**src/rtl/mc_defs_pkg.sv**
```systemverilog
// Shared definitions for the MIPS-lite multi-cycle controller: state, opcode/funct,
// instruction class and datapath select encodings. Optional feature macro: CTRL_PERF_EN.
package mc_defs;

  typedef enum logic [2:0] {
    ST_FETCH  = 3'd0,
    ST_DECODE = 3'd1,
    ST_EXEC   = 3'd2,
    ST_MEM    = 3'd3,
    ST_WB     = 3'd4
  } state_t;

  localparam logic [5:0] OP_RTYPE = 6'b000000;
  localparam logic [5:0] OP_ORI   = 6'b001101;
  localparam logic [5:0] OP_LUI   = 6'b001111;
  localparam logic [5:0] OP_LW    = 6'b100011;
  localparam logic [5:0] OP_SW    = 6'b101011;
  localparam logic [5:0] OP_BEQ   = 6'b000100;
  localparam logic [5:0] OP_J     = 6'b000010;
  localparam logic [5:0] OP_JAL   = 6'b000011;

  localparam logic [5:0] FN_ADDU  = 6'b100001;
  localparam logic [5:0] FN_SUBU  = 6'b100011;
  localparam logic [5:0] FN_JR    = 6'b001000;

  localparam logic [2:0] ALU_ADD  = 3'd0;
  localparam logic [2:0] ALU_SUB  = 3'd1;
  localparam logic [2:0] ALU_OR   = 3'd2;
  localparam logic [2:0] ALU_LUI  = 3'd3;

  localparam logic [1:0] RDST_RT  = 2'd0;
  localparam logic [1:0] RDST_RD  = 2'd1;
  localparam logic [1:0] RDST_RA  = 2'd2;

  localparam logic [1:0] WD_ALU   = 2'd0;
  localparam logic [1:0] WD_DM    = 2'd1;
  localparam logic [1:0] WD_PC4   = 2'd2;

  // Register the datapath writes when reg_dst selects RDST_RA (jal link).
  localparam int unsigned RA_IDX  = 31;

  typedef enum logic [3:0] {
    CLS_ILL  = 4'd0,
    CLS_ADDU = 4'd1,
    CLS_SUBU = 4'd2,
    CLS_ORI  = 4'd3,
    CLS_LUI  = 4'd4,
    CLS_LW   = 4'd5,
    CLS_SW   = 4'd6,
    CLS_BEQ  = 4'd7,
    CLS_J    = 4'd8,
    CLS_JAL  = 4'd9,
    CLS_JR   = 4'd10
  } cls_t;

  typedef struct packed {
    logic       enpc;
    logic       npc_sel;
    logic       jsome;
    logic       jr;
    logic       ir_wr;
    logic       rf_wr;
    logic [1:0] reg_dst;
    logic [1:0] wd_sel;
    logic       alu_src;
    logic [2:0] alu_op;
    logic       ext_op;
    logic       dm_rd;
    logic       dm_wr;
    logic       illegal;
  } ctrl_t;

  function automatic logic cls_is_rtype(input cls_t c);
    return (c == CLS_ADDU) || (c == CLS_SUBU);
  endfunction

endpackage

```
**src/rtl/mc_decode.sv**
```systemverilog
// Combinational instruction classifier: op/funct -> instruction class plus illegal flag.
module mc_decode
  import mc_defs::*;
(
  input  logic [5:0] i_op,
  input  logic [5:0] i_funct,
  output cls_t       o_cls,
  output logic       o_illegal
);

  always_comb begin
    o_cls = CLS_ILL;
    case (i_op)
      OP_RTYPE: begin
        case (i_funct)
          FN_ADDU: o_cls = CLS_ADDU;
          FN_SUBU: o_cls = CLS_SUBU;
          FN_JR:   o_cls = CLS_JR;
          default: o_cls = CLS_ILL;
        endcase
      end
      OP_ORI:  o_cls = CLS_ORI;
      OP_LUI:  o_cls = CLS_LUI;
      OP_LW:   o_cls = CLS_LW;
      OP_SW:   o_cls = CLS_SW;
      OP_BEQ:  o_cls = CLS_BEQ;
      OP_J:    o_cls = CLS_J;
      OP_JAL:  o_cls = CLS_JAL;
      default: o_cls = CLS_ILL;
    endcase
    o_illegal = (o_cls == CLS_ILL);
  end

endmodule

```
**src/rtl/mc_ctrl.sv**
```systemverilog
// Multi-cycle MIPS-lite main controller (FETCH/DECODE/EXEC/MEM/WB, one state per cycle).
// Optional feature macro: CTRL_PERF_EN adds instr_cnt/stall_cnt performance counters.
module mc_ctrl
  import mc_defs::*;
(
  input  logic        clk,
  input  logic        reset,
  input  logic [5:0]  op,
  input  logic [5:0]  funct,
  input  logic        zero,
  input  logic        mem_ready,
  output logic        enpc,
  output logic        npc_sel,
  output logic        jsome,
  output logic        jr,
  output logic        ir_wr,
  output logic        rf_wr,
  output logic [1:0]  reg_dst,
  output logic [1:0]  wd_sel,
  output logic        alu_src,
  output logic [2:0]  alu_op,
  output logic        ext_op,
  output logic        dm_rd,
  output logic        dm_wr,
  output logic        illegal,
  output logic [2:0]  state
`ifdef CTRL_PERF_EN
  ,
  output logic [31:0] instr_cnt,
  output logic [31:0] stall_cnt
`endif
);

  state_t r_state;
  cls_t   r_cls;
  cls_t   w_cls;
  logic   w_dec_illegal;
  ctrl_t  w_ctrl;
  ctrl_t  w_out;

  // The branch decision (zero) is taken inside the IFU; the controller only flags beq.
  logic   w_unused_zero;
  assign w_unused_zero = zero ^ w_dec_illegal;

  mc_decode u_decode (
    .i_op      (op),
    .i_funct   (funct),
    .o_cls     (w_cls),
    .o_illegal (w_dec_illegal)
  );

  always_ff @(posedge clk) begin
    if (reset) begin
      r_state <= ST_FETCH;
      r_cls   <= CLS_ILL;
    end else begin
      case (r_state)
        ST_FETCH: r_state <= ST_DECODE;
        ST_DECODE: begin
          r_cls <= w_cls;
          case (w_cls)
            CLS_J, CLS_JAL, CLS_JR, CLS_ILL: r_state <= ST_FETCH;
            default:                         r_state <= ST_EXEC;
          endcase
        end
        ST_EXEC: begin
          case (r_cls)
            CLS_LW, CLS_SW:                     r_state <= ST_MEM;
            CLS_ADDU, CLS_SUBU, CLS_ORI, CLS_LUI: r_state <= ST_WB;
            default:                            r_state <= ST_FETCH;
          endcase
        end
        ST_MEM: begin
          if (mem_ready) begin
            r_state <= (r_cls == CLS_LW) ? ST_WB : ST_FETCH;
          end
        end
        ST_WB:   r_state <= ST_FETCH;
        default: r_state <= ST_FETCH;
      endcase
    end
  end

  always_comb begin
    w_ctrl = '0;
    // ALU controls stay stable from EXEC through WB so the datapath result does not move.
    if (r_state == ST_EXEC || r_state == ST_MEM || r_state == ST_WB) begin
      case (r_cls)
        CLS_ADDU: begin w_ctrl.alu_src = 1'b0; w_ctrl.alu_op = ALU_ADD; end
        CLS_SUBU: begin w_ctrl.alu_src = 1'b0; w_ctrl.alu_op = ALU_SUB; end
        CLS_ORI:  begin w_ctrl.alu_src = 1'b1; w_ctrl.alu_op = ALU_OR;  w_ctrl.ext_op = 1'b0; end
        CLS_LUI:  begin w_ctrl.alu_src = 1'b1; w_ctrl.alu_op = ALU_LUI; end
        CLS_LW, CLS_SW: begin
          w_ctrl.alu_src = 1'b1;
          w_ctrl.alu_op  = ALU_ADD;
          w_ctrl.ext_op  = 1'b1;
        end
        CLS_BEQ:  begin w_ctrl.alu_op = ALU_SUB; w_ctrl.ext_op = 1'b1; end
        default:  ;
      endcase
    end

    case (r_state)
      ST_FETCH: w_ctrl.ir_wr = 1'b1;
      ST_DECODE: begin
        case (w_cls)
          CLS_J: begin
            w_ctrl.jsome = 1'b1;
            w_ctrl.enpc  = 1'b1;
          end
          CLS_JAL: begin
            w_ctrl.jsome   = 1'b1;
            w_ctrl.rf_wr   = 1'b1;
            w_ctrl.reg_dst = RDST_RA;
            w_ctrl.wd_sel  = WD_PC4;
            w_ctrl.enpc    = 1'b1;
          end
          CLS_JR: begin
            w_ctrl.jr   = 1'b1;
            w_ctrl.enpc = 1'b1;
          end
          CLS_ILL: begin
            w_ctrl.illegal = 1'b1;
            w_ctrl.enpc    = 1'b1;
          end
          default: ;
        endcase
      end
      ST_EXEC: begin
        if (r_cls == CLS_BEQ) begin
          w_ctrl.npc_sel = 1'b1;
          w_ctrl.enpc    = 1'b1;
        end
      end
      ST_MEM: begin
        // DM handshake: the request is held until mem_ready; a store retires in that cycle.
        w_ctrl.dm_rd = (r_cls == CLS_LW);
        w_ctrl.dm_wr = (r_cls == CLS_SW);
        w_ctrl.enpc  = (r_cls == CLS_SW) && mem_ready;
      end
      ST_WB: begin
        w_ctrl.rf_wr   = 1'b1;
        w_ctrl.enpc    = 1'b1;
        w_ctrl.reg_dst = cls_is_rtype(r_cls) ? RDST_RD : RDST_RT;
        w_ctrl.wd_sel  = (r_cls == CLS_LW) ? WD_DM : WD_ALU;
      end
      default: ;
    endcase
  end

  // Reset silences every strobe in the very cycle it is asserted, including mid-MEM.
  assign w_out   = reset ? '0 : w_ctrl;
  assign state   = reset ? ST_FETCH : r_state;

  assign enpc    = w_out.enpc;
  assign npc_sel = w_out.npc_sel;
  assign jsome   = w_out.jsome;
  assign jr      = w_out.jr;
  assign ir_wr   = w_out.ir_wr;
  assign rf_wr   = w_out.rf_wr;
  assign reg_dst = w_out.reg_dst;
  assign wd_sel  = w_out.wd_sel;
  assign alu_src = w_out.alu_src;
  assign alu_op  = w_out.alu_op;
  assign ext_op  = w_out.ext_op;
  assign dm_rd   = w_out.dm_rd;
  assign dm_wr   = w_out.dm_wr;
  assign illegal = w_out.illegal;

`ifdef CTRL_PERF_EN
  logic [31:0] r_instr_cnt;
  logic [31:0] r_stall_cnt;

  always_ff @(posedge clk) begin
    if (reset) begin
      r_instr_cnt <= '0;
      r_stall_cnt <= '0;
    end else begin
      if (w_out.enpc) begin
        r_instr_cnt <= r_instr_cnt + 32'd1;
      end
      if (r_state == ST_MEM && !mem_ready) begin
        r_stall_cnt <= r_stall_cnt + 32'd1;
      end
    end
  end

  assign instr_cnt = r_instr_cnt;
  assign stall_cnt = r_stall_cnt;
`endif

endmodule
```
**config.mk**
```make
export PLATFORM = sky130hd
export DESIGN_NAME = mc_ctrl
export DESIGN_NICKNAME = d
export VERILOG_FILES = /design/src/rtl/mc_defs_pkg.sv /design/src/rtl/mc_decode.sv /design/src/rtl/mc_ctrl.sv
export SDC_FILE = /design/constraint.sdc
export NUM_CORES = 1
export LEC_CHECK = 0
export ABC_AREA = 1
export CORE_MARGIN = 8
export CORE_UTILIZATION = 46
export CTS_BUF_LIST = sky130_fd_sc_hd__clkbuf_4
export DETAILED_ROUTE_END_ITERATION = 8
export HOLD_SLACK_MARGIN = 0.1
export PLACE_DENSITY = 0.92
export SLEW_MARGIN = 20
export SYNTH_ARGS = -nofsm -noshare
export SYNTH_HDL_FRONTEND = slang
export SYNTH_SLANG_ARGS = --single-unit
export TNS_END_PERCENT = 30
```
**constraint.sdc**
```tcl
create_clock -name clk -period 2 [get_ports clk]
set_input_delay 0.3 -clock clk [delete_from_list [all_inputs] [get_ports clk]]
set_output_delay 0.3 -clock clk [all_outputs]
set_load 0.1 [all_outputs]
```
==> impl_metrics.csv <==
group,metric,value,unit
sta,drv_slew,0,
cells_and_area,fin_util,0.958,
place,portBuffers,34,
cells_and_area,nNetsFinal,223,
die,design.core.area,1710,sq um
global_routing,antenna_found_initial,0,
place,dp_cells,221,
power_and_ir_drop,p_leak,0.000786,uW
die,die_y,58.3,um
yosys,synth_cell_type_count,27,
critical_path,worst-setup-path-type,"input port to output pin",
route,wl,4100,um
yosys,synth_area,825,sq um
critical_path,cp-start-kind,"input port",
cells_and_area,register_area,146,sq um
hold_path,hold_path_class,"flip-flop to flip-flop",
cts,cts_tree,"built",
cells_and_area,final_common_cell,"nor2_1",
route,dr.pass1.iters,5,
cts,cts_made_buffers,3,
cells_and_area,nFillCells,44,
cts,clock_latency,0.25,ns
sta,rsz0062_at_grt,"true",
job,drv_cap,0,
global_routing,grt_max_degree,10,
sta,finalCritPeriodShare,1.05,
power_and_ir_drop,p_seq_frac,0.278,
place,hpwlAfterDp,2380,um
hold_path,min_from,"r_cls[1]",
die,initial_core_util,0.483,
sta,finalCriticalPeriod,2.10,ns
die,die_w,58.3,um
power_and_ir_drop,power_frac_comb,0.485,
cts,htree_levels,1,
route,ant_nets,0,
status,violations,"setup timing",
global_routing,grt_pass1_wl,5020,um
yosys,yosys_warnings,0,
route,wl_per_cell,17.7,um
global_routing,first_global_vias,1180,
power_and_ir_drop,netSwitchingFraction,0.430,
cts,clockBufferDepth,2,
power_and_ir_drop,power.density,365,nW/um^2
critical_path,reg2reg_from,"r_state[2]",
route,vias,1346,
cells_and_area,drive_above_1_share,0.466,
cells_and_area,multi_input_area,669,sq um
status,status,"finished, violations left",
die,num_io_pins,37,
yosys,synthesis.nets,171,
route,drt-initial-drc-count,89,
critical_path,end_kind,"output pin",
cts,cts_sinks,7,
yosys,ys_ff_latch,7,
sta,max_freq,476,MHz
critical_path,crit_start,"funct[5]",
cells_and_area,area.growth.synth_to_final,98.3,%
sta,timing.final.ws_setup,-0.102,ns
cells_and_area,layout_common_cells,"nor2_1 (24), inv_1 (23), nand2_1 (22), buf_12 (20), buf_4 (16)",
route,drt-vias-per-instance,5.83,
cts,cts.reportedPaths.clkPinSlew,0.05,ns
power_and_ir_drop,switching_power,257,uW
place,gp_congestion,0.904,
yosys,yosysSeqAreaShare,0.170,
power_and_ir_drop,clock_power_share,0.237,
yosys,synthCells,155,
yosys,avgSynthCellArea,5.32,sq um
cts,postCtsHoldBufs,0,
route,drcViolationCount,0,
power_and_ir_drop,intPower,340,uW
die,die_area,3400,sq um
sta,hold_slack,0.552,ns
critical_path,critPathMaxFanout,3,
global_routing,grt.overflow.total,0,
power_and_ir_drop,vdd_drop_max,400,uV
sta,fin_tns_setup,-0.194,ns
sta,final-setup-viol-count,2,
cells_and_area,fin_cells,231,
sta,skew,0.000570,ns
die,rows,15,
cts,ctsRootBufferMaster,"clkbuf_4",
global_routing,track_usage,0.186,
critical_path,cp_data_arrival_time,1.80,ns
critical_path,cp.required,1.70,ns
sta,hold_viol,0,
cells_and_area,diodes,0,
## Yosys cell counts
master    count  share of area
a21oi_1       4          0.024
a22oi_1       1         0.0091
a31oi_1       2          0.015
buf_2         1         0.0061
buf_4         2          0.018
clkbuf_1      1         0.0045
conb_1        1         0.0045
dfxtp_1       7           0.17
inv_1        24           0.11
inv_2         7          0.032
nand2_1      29           0.13
nand2_2       3          0.023
nand2_4       1          0.014
nand3_1       8          0.049
nand3_2       2          0.024
nand3b_1      1         0.0091
nand4_1       2          0.015
nor2_1       37           0.17
nor2_2        2          0.015
nor2_4        3          0.041
nor3_1        4          0.024
nor4_1        1         0.0076
o211ai_1      2          0.018
o21a_1        1         0.0091
o21ai_0       3          0.018
o21ai_1       4          0.024
or2_1         2          0.015
## cell type report
type / count / share of cell area
inverters: 31 / 0.0712
flip-flops and latches: 7 / 0.0895
multi-input cells: 113 / 0.409
repair buffers: 51 / 0.393
well taps: 25 / 0.0191
clock buffers: 4 / 0.0184
## worst paths after layout
path | endpoint | cells after the start | slack, ns
setup / recovery | enpc | 14 | -0.10
hold / removal | r_cls[1] | 2 | 0.55
setup reg to reg | r_state[1] | 7 | 0.47
hold reg to reg | r_cls[1] | 2 | 0.55
## per-stage QoR
stage / cell area [sq um] / setup slack, ns / power, uW
finish: 1640 / -0.102 / 597
global route: 1640 / -0.167 / 630
global placement: 1510 / -0.197 / 402
detailed placement: 1510 / -0.262 / 413
CTS: 1560 / -0.0980 / 557
floorplan: 880 / -0.493 / 315
## logic make-up after synthesis
kind of cell	Yosys count	share of synthesized area
and+or+nand+nor	95	0.537
buffers and inverters	35	0.170
other	1	0.00455
AOI/OAI and AO/OA	17	0.118
DFF	7	0.170
## power by group through the flow
stage / logic, uW / registers (uW) / clock network, uW
2_1_floorplan: 154 / 161 / 0
3_3_place_gp: 239 / 163 / 0
3_5_place_dp: 249 / 164 / 0
4_1_cts: 251 / 161 / 144
5_1_grt: 303 / 166 / 162
6_report: 289 / 166 / 142
## registers in the layout, summed over array words and instances, names as in the netlist
register	flops
r_cls	4
r_state	3
## worst max-delay path, cell delays in order
cell           delay [ns]
dlygate4sd2_1        0.26
nor2_1               0.17
nand2_1              0.11
nor2_1               0.14
nand2_2              0.09
nand2_2              0.09
nor2_2               0.06
nand3_2              0.10
nand2_2              0.08
nand2_2              0.06
nand2_2              0.06
nand2_2              0.06
nand2_2              0.06
buf_12               0.16
## routing by layer
metal	part of all wire	GRT usage
met1	0.34	0.169
met4	0.046	0.147
met3	0.10	0.0783
met2	0.52	0.320
met5	0	0
## what timing repair did
item                       in CTS  in global routing
gates resized for setup        15                 36
cloned                          0                  0
pin swaps                       5                 15
buffers inserted                2                  4
setup endpoints to repair       7                 10
hold endpoints to repair        0                  0
Note: power is estimated with default switching activity, not from simulation.
